$ cat config.mk
export PLATFORM = sky130hd
export DESIGN_NAME = td4x_cpu_core
export DESIGN_NICKNAME = d
export VERILOG_FILES = /design/src/rtl/td4x_pkg.sv /design/src/rtl/td4x_cpu_core_decoder.sv /design/src/rtl/td4x_cpu_core.sv
export SDC_FILE = /design/constraint.sdc
export NUM_CORES = 1
export LEC_CHECK = 0
export CAP_MARGIN = 30
export CORE_ASPECT_RATIO = 1.4
export CORE_UTILIZATION = 40
export DETAILED_ROUTE_END_ITERATION = 8
export GPL_TIMING_DRIVEN = 1
export SETUP_SLACK_MARGIN = 0.15
export SYNTH_ARGS = -nofsm -noshare
export SYNTH_HDL_FRONTEND = slang
export SYNTH_SLANG_ARGS = --single-unit
$ cat constraint.sdc
create_clock -name clk -period 6.7 [get_ports clk]
set_input_delay 1.675 -clock clk [delete_from_list [all_inputs] [get_ports clk]]
set_output_delay 1.675 -clock clk [all_outputs]
set_load 0.05 [all_outputs]
$ cat src/rtl/td4x_pkg.sv
// Shared definitions for the TD4X accumulator CPU: opcode map, ALU source
// select, register load-vector bit positions and fetch/execute state encoding.
package td4x_pkg;

    // Opcode map (upper nibble of each instruction word)
    localparam logic [3:0] OP_ADD_A  = 4'b0000;  // A   <= A + imm
    localparam logic [3:0] OP_MOV_AB = 4'b0001;  // A   <= B + imm
    localparam logic [3:0] OP_IN_A   = 4'b0010;  // A   <= IN + imm
    localparam logic [3:0] OP_MOV_AI = 4'b0011;  // A   <= imm
    localparam logic [3:0] OP_MOV_BA = 4'b0100;  // B   <= A + imm
    localparam logic [3:0] OP_ADD_B  = 4'b0101;  // B   <= B + imm
    localparam logic [3:0] OP_IN_B   = 4'b0110;  // B   <= IN + imm
    localparam logic [3:0] OP_MOV_BI = 4'b0111;  // B   <= imm
    localparam logic [3:0] OP_OUT_B  = 4'b1001;  // OUT <= B + imm
    localparam logic [3:0] OP_OUT_I  = 4'b1011;  // OUT <= imm
    localparam logic [3:0] OP_HALT   = 4'b1101;  // stop fetching
    localparam logic [3:0] OP_JNC    = 4'b1110;  // PC <= imm when carry clear
    localparam logic [3:0] OP_JMP    = 4'b1111;  // PC <= imm

    // ALU source operand select
    typedef enum logic [1:0] {
        SEL_A    = 2'd0,
        SEL_B    = 2'd1,
        SEL_IN   = 2'd2,
        SEL_ZERO = 2'd3
    } sel_e;

    // Bit positions inside the register load vector
    localparam int LD_A   = 0;
    localparam int LD_B   = 1;
    localparam int LD_OUT = 2;
    localparam int LD_PC  = 3;
    localparam int LD_W   = 4;

    // Core sequencing states
    typedef enum logic [1:0] {
        ST_FETCH  = 2'd0,
        ST_EXEC   = 2'd1,
        ST_HALTED = 2'd2
    } state_e;

    // One-hot load vector with only bit idx set
    function automatic logic [LD_W-1:0] ld_mask(input int unsigned idx);
        return LD_W'(1) << idx;
    endfunction

endpackage

$ cat src/rtl/td4x_cpu_core_decoder.sv
// Instruction decoder: maps {opcode, carry} onto ALU source select, register
// load vector and halt request. Unlisted opcodes decode as NOP (no loads,
// zero source so the carry result is 0).
module td4x_decoder
    import td4x_pkg::*;
(
    input  logic [3:0]      opcode,
    input  logic            carry,
    output sel_e            sel,
    output logic [LD_W-1:0] load,
    output logic            halt
);

    // Pure lookup; every output defaulted so illegal opcodes fall through to NOP
    always_comb begin
        sel  = SEL_ZERO;
        load = '0;
        halt = 1'b0;
        case (opcode)
            OP_ADD_A: begin
                sel  = SEL_A;
                load = ld_mask(LD_A);
            end
            OP_MOV_AB: begin
                sel  = SEL_B;
                load = ld_mask(LD_A);
            end
            OP_IN_A: begin
                sel  = SEL_IN;
                load = ld_mask(LD_A);
            end
            OP_MOV_AI: begin
                sel  = SEL_ZERO;
                load = ld_mask(LD_A);
            end
            OP_MOV_BA: begin
                sel  = SEL_A;
                load = ld_mask(LD_B);
            end
            OP_ADD_B: begin
                sel  = SEL_B;
                load = ld_mask(LD_B);
            end
            OP_IN_B: begin
                sel  = SEL_IN;
                load = ld_mask(LD_B);
            end
            OP_MOV_BI: begin
                sel  = SEL_ZERO;
                load = ld_mask(LD_B);
            end
            OP_OUT_B: begin
                sel  = SEL_B;
                load = ld_mask(LD_OUT);
            end
            OP_OUT_I: begin
                sel  = SEL_ZERO;
                load = ld_mask(LD_OUT);
            end
            OP_JMP: begin
                sel  = SEL_ZERO;
                load = ld_mask(LD_PC);
            end
            OP_JNC: begin
                // Jump only when the previous instruction left carry clear
                sel  = SEL_ZERO;
                load = carry ? '0 : ld_mask(LD_PC);
            end
            OP_HALT: begin
                sel  = SEL_ZERO;
                halt = 1'b1;
            end
            default: begin
                sel  = SEL_ZERO;
                load = '0;
            end
        endcase
    end

endmodule

$ cat src/rtl/td4x_cpu_core.sv
// TD4X add-immediate accumulator CPU core with req/ack instruction fetch.
// Two-phase sequencing (FETCH then EXEC), HALT parks the core until reset.
// Optional macro TD4X_IN_SYNC_EN: in_port passes a 2-flop synchroniser
// before the IN register; otherwise a single register stage is used.
module td4x_cpu_core
    import td4x_pkg::*;
#(
    parameter int DATA_W = 4,
    parameter int ADDR_W = 4
) (
    input  logic                clk,
    input  logic                rst,
    output logic                imem_req,
    output logic [ADDR_W-1:0]   imem_addr,
    input  logic                imem_ack,
    input  logic [DATA_W+3:0]   imem_data,
    input  logic [DATA_W-1:0]   in_port,
    output logic [DATA_W-1:0]   out_port,
    output logic                carry,
    output logic                halted
);

`ifdef TD4X_IN_SYNC_EN
    localparam int IN_STAGES = 2;
`else
    localparam int IN_STAGES = 1;
`endif

    // Architectural and sequencing state
    state_e              state_q,  state_d;
    logic                req_q,    req_d;
    logic [DATA_W+3:0]   ir_q,     ir_d;
    logic [DATA_W-1:0]   a_q,      a_d;
    logic [DATA_W-1:0]   b_q,      b_d;
    logic [DATA_W-1:0]   out_q,    out_d;
    logic [ADDR_W-1:0]   pc_q,     pc_d;
    logic                carry_q,  carry_d;
    logic                halted_q, halted_d;

    // Input capture chain; the last stage is the IN register seen by EXEC
    logic [DATA_W-1:0]   in_stage_q [IN_STAGES];
    logic [DATA_W-1:0]   in_stage_d [IN_STAGES];
    logic [DATA_W-1:0]   in_val;

    // Decode / ALU
    logic [3:0]          opcode;
    logic [DATA_W-1:0]   imm;
    sel_e                dec_sel;
    logic [LD_W-1:0]     dec_load;
    logic                dec_halt;
    logic [DATA_W-1:0]   alu_src;
    logic [DATA_W:0]     alu_sum;
    logic [ADDR_W-1:0]   jmp_target;
    logic [ADDR_W-1:0]   pc_inc;

    generate
        for (genvar gi = 0; gi < IN_STAGES; gi++) begin : g_in_stage
            if (gi == 0) begin : g_head
                assign in_stage_d[gi] = in_port;
            end else begin : g_tail
                assign in_stage_d[gi] = in_stage_q[gi-1];
            end

            // Sample every clock regardless of core state
            always_ff @(posedge clk or posedge rst) begin
                if (rst) begin
                    in_stage_q[gi] <= '0;
                end else begin
                    in_stage_q[gi] <= in_stage_d[gi];
                end
            end
        end
    endgenerate

    assign in_val = in_stage_q[IN_STAGES-1];

    assign opcode = ir_q[DATA_W+3:DATA_W];
    assign imm    = ir_q[DATA_W-1:0];

    td4x_decoder u_decoder (
        .opcode (opcode),
        .carry  (carry_q),
        .sel    (dec_sel),
        .load   (dec_load),
        .halt   (dec_halt)
    );

    // ALU operand mux: selected source, or zero for immediate-only ops
    always_comb begin
        alu_src = '0;
        case (dec_sel)
            SEL_A:   alu_src = a_q;
            SEL_B:   alu_src = b_q;
            SEL_IN:  alu_src = in_val;
            default: alu_src = '0;
        endcase
    end

    // One extra bit keeps the carry-out; the data part wraps naturally
    assign alu_sum = {1'b0, alu_src} + {1'b0, imm};

    // Size cast zero-extends a narrow immediate or keeps its low ADDR_W bits
    assign jmp_target = ADDR_W'(imm);
    assign pc_inc     = pc_q + ADDR_W'(1);

    // Next-state: fetch handshake, single-cycle execute, absorbing halt
    always_comb begin
        state_d  = state_q;
        req_d    = req_q;
        ir_d     = ir_q;
        a_d      = a_q;
        b_d      = b_q;
        out_d    = out_q;
        pc_d     = pc_q;
        carry_d  = carry_q;
        halted_d = halted_q;

        case (state_q)
            ST_FETCH: begin
                // req_q is low only in the first cycle out of reset, so an
                // ack there is ignored; afterwards req holds until ack
                if (req_q && imem_ack) begin
                    ir_d    = imem_data;
                    req_d   = 1'b0;
                    state_d = ST_EXEC;
                end else begin
                    req_d   = 1'b1;
                end
            end

            ST_EXEC: begin
                carry_d = alu_sum[DATA_W];
                if (dec_load[LD_A])   a_d   = alu_sum[DATA_W-1:0];
                if (dec_load[LD_B])   b_d   = alu_sum[DATA_W-1:0];
                if (dec_load[LD_OUT]) out_d = alu_sum[DATA_W-1:0];

                if (dec_halt) begin
                    halted_d = 1'b1;
                    req_d    = 1'b0;
                    state_d  = ST_HALTED;
                end else begin
                    pc_d     = dec_load[LD_PC] ? jmp_target : pc_inc;
                    req_d    = 1'b1;
                    state_d  = ST_FETCH;
                end
            end

            ST_HALTED: begin
                req_d = 1'b0;
            end

            default: begin
                state_d = ST_FETCH;
                req_d   = 1'b0;
            end
        endcase
    end

    // State registers; reset takes effect immediately, no fetch retry
    always_ff @(posedge clk or posedge rst) begin
        if (rst) begin
            state_q  <= ST_FETCH;
            req_q    <= 1'b0;
            ir_q     <= '0;
            a_q      <= '0;
            b_q      <= '0;
            out_q    <= '0;
            pc_q     <= '0;
            carry_q  <= 1'b0;
            halted_q <= 1'b0;
        end else begin
            state_q  <= state_d;
            req_q    <= req_d;
            ir_q     <= ir_d;
            a_q      <= a_d;
            b_q      <= b_d;
            out_q    <= out_d;
            pc_q     <= pc_d;
            carry_q  <= carry_d;
            halted_q <= halted_d;
        end
    end

    assign imem_req  = req_q;
    assign imem_addr = pc_q;
    assign out_port  = out_q;
    assign carry     = carry_q;
    assign halted    = halted_q;

endmodule

[Word level (Yosys, flattened, before mapping)]
Cells that the tools add are included.
Storage, ports and cells
  flip-flop bits (word level): 33
  input port bits: 15
Cells by class
  $add $sub $neg: 2
  equal/unequal tests: 17
  muxes and demuxes: 12
  bitwise logic cells: 2
  reduce and logical (&&, ||, !) cells: 17
Operator list (number)
  $eq A4 B4 Y1 const B: 5
  $pmux W4 S5: 1
  $eq A4 B3 Y1 const B: 4
  $reduce_and A2 Y1: 7
  $pmux W2 S3: 2
  $pmux W4 S3: 1
  $eq A4 B2 Y1 const B: 2
  $mux W4: 2
  $reduce_or A4 Y1: 2
  $reduce_or A2 Y1: 3
  $add A4 B4 Y5: 1
  $add A4 B1 Y4 const B: 1
  $eq A2 B1 Y1 const B: 2
  $eq A2 B2 Y1 const B: 2
  $eq A4 B1 Y1 const B: 1
  $logic_not A2 Y1: 2
  $logic_not A4 Y1: 1
  $mux W2: 2
  $mux W1: 3
  $reduce_or A3 Y1: 1
  $ne A2 B2 Y1 const B: 1
  $not A1 Y1: 2
  $pmux W1 S2: 1
  $logic_and A1 B1 Y1: 1

[Depth between registers and ports, before layout]
Gate-level depths: netlist (run 1).
  word-level depth: 6
  depth in mapped cells: 10

[Cells and area by module]
A second synthesis (run 1) with hierarchy kept.
Unflattened totals
  cells, all modules: 133
  area, all modules: 1569.0 µm²
By module, submodules not included
  td4x_cpu_core: instances 1, cells each 121, area an instance 1498.9 µm²
  td4x_decoder: instances 1, cells each 12, area an instance 70.1 µm²

[Least setup slack after synthesis (run 1)]
OpenSTA, ideal clock, no wires.
  path type: input port to flip-flop
  start: in imem_ack
  end: reg ir_q[0]
  library setup time: 125 ps
  data arrival time: 2513 ps
  required time: 6575 ps
  setup slack: 4062 ps
  stages: 3
  buffers on the path: 0
  path through: nand2_1 > nor3_2 > mux2_2
Between the ends
  cells in the longest elaborated chain, start to end: 2
RTL lines
  from (decl): RTL line td4x_cpu_core.sv:15  | input logic imem_ack,
  $logic_and A1 B1 Y1: RTL line td4x_cpu_core.sv:122  | if (req_q && imem_ack) begin
  $reduce_and A2 Y1 (no source line)
  to (signal assigned): RTL line td4x_cpu_core.sv:174  | ir_q <= ir_d;
  to (decl): RTL line td4x_cpu_core.sv:32  | logic [DATA_W+3:0] ir_q, ir_d;
Every way passes these cells.
A chain may end at the register's enable or synchronous reset.

[Worst setup path after layout (run 1)]
  start: reg pc_q[0], in the netlist imem_addr[0]
  end: out imem_addr[0]
RTL lines
  from (decl): RTL line td4x_cpu_core.sv:36  | logic [ADDR_W-1:0] pc_q, pc_d;
  from (signal assigned): RTL line td4x_cpu_core.sv:178  | pc_q <= pc_d;
  to (decl): RTL line td4x_cpu_core.sv:14  | output logic [ADDR_W-1:0] imem_addr,
No word-level cell between the ends.

==> results.sh, run 1 <==
export IMPL_cts_tree="yes"
export IMPL_path_cells="clkdlybuf4s50_1"
export IMPL_port_buffers=25
export IMPL_wl_per_cell_um=15.0
export IMPL_intPower_w=0.000590
export IMPL_ant_nets=0
export IMPL_slew_violations=0
export IMPL_crit_family="buffers and inverters"
export IMPL_die_area_um2=4100
export IMPL_drv_cap=0
export IMPL_crit_type="flip-flop to output port"
export IMPL_clk_insertion_delay_late_ns=0.28
export IMPL_yosys_top_cells_area="dfrtp_1 54%, mux2_2 12%, mux2i_1 4.6%"
export IMPL_max_freq_mhz=312
export IMPL_fin_nets=174
export IMPL_coreArea_um2=3680
export IMPL_switchingPower_w=0.000430
export IMPL_grt_first_pass_wirelength_mm=4.82
export IMPL_p_per_area_nw_per_um2=534
export IMPL_place_hpwl_mm=2.08
export IMPL_worst_slew_pin_slew_ns=0.685
export IMPL_fin_ws_ns=3.49
export IMPL_place_congestion=0.687
export IMPL_crit_path_end_kind="output port"
export IMPL_cts_hold_buf=0
export IMPL_area_growth_pct=24.2
export IMPL_synth_seq_area_share_pct=53.7
export IMPL_fin_setup_tns_ns=0
export IMPL_cp_slowest_cell="clkdlybuf4s50_1"
export IMPL_start_util_pct=41.8
export IMPL_dp_slack_ns=3.42
export IMPL_track_usage_pct=17.1
export IMPL_outcome="finished, final reports clean"
export IMPL_synth_edff_count=0
export IMPL_critPathRequiredTime_ns=5.03
export IMPL_numCtsBuffers=5
export IMPL_root_buffer="clkbuf_8"
export IMPL_num_io_pins=26
export IMPL_cp_arrival_ns=1.53
export IMPL_pwr_share_clk_pct=14.4
export IMPL_synth_top_area_share_pct=53.7
export IMPL_synthTopCellsByCount="33 x dfrtp_1, 17 x mux2_2, 10 x nand2_1"
export IMPL_maxSlewHeadroom_pct=54.1
export IMPL_power_leakage_nw=0.842
export IMPL_p_sw_share_pct=42.1
export IMPL_yosys_area_top_type="dfrtp_1"
export IMPL_cp_num_buf_inv=1
export IMPL_synth_flop_cell="dfrtp_1"
export IMPL_synthesis_instances=124
export IMPL_synthArstFlopShare_pct=100
export IMPL_cts_sinks=33
export IMPL_netlist_area_um2=1540
export IMPL_drt_iter0_drc=31
export IMPL_min_path_type="flip-flop to flip-flop"
export IMPL_die_height_um=75.4
export IMPL_period_share_pct=47.9
export IMPL_synth_nets=145
export IMPL_grt_pass1_vias=1038
export IMPL_hold_viol=0
export IMPL_htreeDepth=2
export IMPL_regToRegSetupSlack_ns=4.22
export IMPL_wl_mm=2.93
export IMPL_p_comb_share_pct=48.8
export IMPL_rsz0062_at_grt="no"
export IMPL_clockBufferDepth=2
export IMPL_ctsResizeCount=0
export IMPL_diodes=0
export IMPL_path_clk_slew_ns=0.07
export IMPL_worst_setup_path_start_kind="flip-flop"
export IMPL_seqPwrFrac_pct=36.7
export IMPL_vias=1044
export IMPL_grt_overflow=0
export IMPL_setup_viol=0
export IMPL_layout_drive_gt1_share_pct=19.0
export IMPL_grt_max_degree=34
export IMPL_cts_setup_buffers=0
export IMPL_antenna_found_initial=0
export IMPL_num_fill_cells=332
export IMPL_syn_mean_instance_area_um2=12.4
export IMPL_avgViaCountPerCell=5.35
export IMPL_drtPass1Iterations=4
export IMPL_cpPeakStageDelay_ns=0.83
export IMPL_final_min_clock_period_ns=3.21
export IMPL_ir_worst_vdd_mv=0.340
export IMPL_synth_most_common_cell="dfrtp_1"
export IMPL_drc_errors=0
export IMPL_ys_ff_latch=33
export IMPL_worstPathMaxFanout=5
export IMPL_netlist_cell_type_count=29
export IMPL_finClkSkew_ns=0.00792
export IMPL_synth_warnings=0
export IMPL_rows=26
export IMPL_die_w_um=54.4
## metrics by stage
step	total power, W	hold WS [ns]	instances	instance area, um2	util [%]
floorplan	0.000743	0.480	124	1540	-
global placement	0.000861	0.463	188	1820	49.6
detailed placement	0.000879	0.465	188	1820	49.6
CTS	0.00103	0.483	195	1910	51.9
global route	0.00109	0.499	195	1910	51.9
finish	0.00102	0.481	195	1910	51.9
## sequential cells by signal, summed over array words and instances (netlist names), 2 cells and up
signal / cells
ir_q: 8
a_q: 4
b_q: 4
imem_addr: 4
in_stage_q: 4
out_port: 4
state_q: 2
## cell usage in the layout (no fill, tap or decap), drive strengths merged, types with 2 or more instances in the layout
cell type / count
nand2b: 5
o21bai: 2
nor2: 6
a21o: 2
clkbuf: 7
mux2: 17
clkdlybuf4s50: 25
inv: 2
ha: 5
dfrtp: 33
nor3: 4
xnor2: 2
nand2: 10
a21oi: 7
mux2i: 7
o21ai: 7
## power groups by stage
stage                     clock (W)  combinational [W]  sequential (W)
after floorplan                   0           0.000296        0.000447
after global placement            0           0.000489        0.000372
after detailed placement          0           0.000501        0.000378
after CTS                  0.000152           0.000504        0.000374
after global routing       0.000164           0.000542        0.000388
final                      0.000147           0.000498        0.000374
## final timing paths
| check | start | endpoint | cells after the start |
|---|---|---|---|
| worst max-delay path | imem_addr[0] | imem_addr[0] | 1 |
| worst min-delay path | halted | halted | 1 |
| worst max register to register | ir_q[5] | b_q[3] | 9 |
| worst min register to register | halted | halted | 1 |
| max in group asynchronous | rst | b_q[1] | 3 |
| min in group asynchronous | rst | ir_q[7] | 3 |
## layer usage
metal / vias to the layer above / wire length, um / track usage [%] / part of all wire (%)
met5: - / 0 / 0 / 0
met4: 0 / 25 / 8.55 / 0.85
met3: 2 / 131 / 5.39 / 4.5
met2: 28 / 1480 / 27.0 / 50
met1: 522 / 1300 / 20.8 / 44
li1: 492 / - / - / -
## cell type report
cell class	instances	area, um2	area share, %
multi-input cells	85	679	35.6
flip-flops and latches	33	826	43.3
clock buffers	7	86.3	4.52
repair buffers	26	258	13.5
well taps	42	52.6	2.75
inverters	2	7.51	0.393
## kinds of logic (layout without fill, tap and decap cells)
| family | after synthesis | after routing | share of synthesized area [%] |
|---|---|---|---|
| AOI/OAI and AO/OA | 21 | 21 | 8.14 |
| DFF | 33 | 33 | 53.7 |
| adders and majority gates | 6 | 6 | 5.37 |
| buffers and inverters | 6 | 35 | 2.12 |
| muxes | 24 | 24 | 17.0 |
| and+or+nand+nor | 32 | 32 | 12.5 |
| xor gates and xnor gates | 2 | 2 | 1.14 |
No activity file was read; power rests on OpenSTA's default activity.
==> run 2: changes to the inputs <==
==> constraint.sdc (replaced) <==
create_clock -name clk -period 3.4 [get_ports clk]
set_input_delay 0.85 -clock clk [delete_from_list [all_inputs] [get_ports clk]]
set_output_delay 0.85 -clock clk [all_outputs]
set_load 0.05 [all_outputs]
==> run 2 against run 1 <==
  * Combinational power increased by 95%
  * Sequential cell count unchanged
  * Die area unchanged
  * Utilization decreased by 0.17 points
  * Highest routed layer unchanged
  * Largest cell class unchanged
==> results.sh, run 2 (same netlist as run 1, synthesis figures left out) <==
export IMPL_num_io_pins=26
export IMPL_ant_nets=0
export IMPL_numCtsBuffers=5
export IMPL_crit_family="buffers and inverters"
export IMPL_place_congestion=0.747
export IMPL_seqPwrFrac_pct=37.3
export IMPL_dpl_cell_area_um2=1820
export IMPL_fin_setup_tns_ns=0
export IMPL_critPathRequiredTime_ns=2.55
export IMPL_path_cells="clkdlybuf4s50_1"
export IMPL_coreArea_um2=3680
export IMPL_die_height_um=75.4
export IMPL_maxSlewHeadroom_pct=51.4
export IMPL_fin_area_um2=1900
export IMPL_worst_setup_path_start_kind="flip-flop"
export IMPL_rsz0062_at_grt="no"
export IMPL_final_cell_mix="33 x dfrtp_1, 25 x clkdlybuf4s50_1, 17 x mux2_2"
export IMPL_p_sw_share_pct=42.1
export IMPL_fin_cells=196
export IMPL_worst_slew_pin_slew_ns=0.725
export IMPL_area_growth_pct=23.8
export IMPL_cts_setup_buffers=0
export IMPL_final_min_clock_period_ns=2.38
export IMPL_cpPeakStageDelay_ns=0.83
export IMPL_p_comb_share_pct=49.0
export IMPL_die_area_um2=4100
export IMPL_die_w_um=54.4
export IMPL_largest_register="ir_q"
export IMPL_period_share_pct=69.9
export IMPL_crit_path_end_kind="output port"
export IMPL_avgViaCountPerCell=5.12
export IMPL_whs_ns=0.482
export IMPL_switchingPower_w=0.000835
export IMPL_p_total_w=0.00198
export IMPL_slew_violations=0
export IMPL_rows=26
export IMPL_root_buffer="clkbuf_8"
export IMPL_clockBufferDepth=2
export IMPL_antenna_found_initial=0
export IMPL_drv_cap=0
export IMPL_cp_slowest_cell="clkdlybuf4s50_1"
export IMPL_clk_insertion_delay_late_ns=0.28
export IMPL_grt_max_degree=34
export IMPL_layout_commonest_cell="dfrtp_1"
export IMPL_layout_drive_gt1_share_pct=18.2
export IMPL_ir_worst_vdd_mv=0.611
export IMPL_cp_arrival_ns=1.53
export IMPL_cp_num_buf_inv=1
export IMPL_worstPathMaxFanout=5
export IMPL_dp_cells=188
export IMPL_hold_viol=0
export IMPL_drc_errors=0
export IMPL_finClkSkew_ns=0.00599
export IMPL_intPower_w=0.00115
export IMPL_power_leakage_nw=0.837
export IMPL_cts_tree="yes"
export IMPL_setup_viol=0
export IMPL_grt_first_pass_wirelength_mm=4.66
export IMPL_vias=1004
export IMPL_ctsResizeCount=0
export IMPL_fin_nets=174
export IMPL_cts_sinks=33
export IMPL_drt_iter0_drc=15
export IMPL_start_util_pct=41.8
export IMPL_diodes=0
export IMPL_pwr_share_clk_pct=13.7
export IMPL_max_freq_mhz=421
export IMPL_outcome="finished, final reports clean"
export IMPL_p_per_area_nw_per_um2=1040
export IMPL_track_usage_pct=16.6
export IMPL_grt_overflow=0
export IMPL_cts_hold_buf=0
export IMPL_port_buffers=25
export IMPL_largest_register_ffs=8
export IMPL_place_hpwl_mm=2.06
export IMPL_wl_mm=2.81
export IMPL_htreeDepth=2
export IMPL_wl_per_cell_um=14.3
export IMPL_min_path_type="flip-flop to flip-flop"
export IMPL_path_clk_slew_ns=0.06
export IMPL_drtPass1Iterations=4
export IMPL_crit_type="flip-flop to output port"
export IMPL_grt_pass1_vias=1021
[run 2: stage by stage]
step	worst slack [ns]	util [%]
floorplan	1.24	-
global placement	0.906	49.6
detailed placement	0.886	49.6
CTS	1.02	51.8
global route	0.916	51.8
finish	1.02	51.8
[run 2: power by group through the flow]
stage	sequential [W]	combinational, W	clock, W
floorplan	0.000881	0.000583	0
global placement	0.000738	0.000964	0
detailed placement	0.000747	0.000975	0
CTS	0.000740	0.000983	0.000287
global route	0.000771	0.00106	0.000303
finish	0.000739	0.000972	0.000272
[run 2: layout make-up]
type                    count  area [um2]
clock buffers               8        80.1
fillers                   321        1770
inverters                   2        7.51
multi-input cells          85         679
flip-flops and latches     33         826
well taps                  42        52.6
repair buffers             26         258
[run 2: worst paths after layout]
path                            depth (start not counted)           end         start  slack (ns)
worst max-delay path                                    1  imem_addr[0]  imem_addr[0]        1.02
min in group asynchronous                               3  imem_addr[2]           rst        0.96
worst min-delay path                                    1        halted        halted        0.48
worst min register to register                          1        halted        halted        0.48
worst max register to register                          7        b_q[3]       ir_q[7]        1.05
max in group asynchronous                               3        b_q[1]           rst        2.15
[run 2: layer usage]
layer	up-vias	track usage, %	wire (um)
li1	498	-	-
met5	-	0	0
met4	0	7.69	39
met1	478	19.7	1250
met2	24	27.2	1380
met3	4	4.79	142
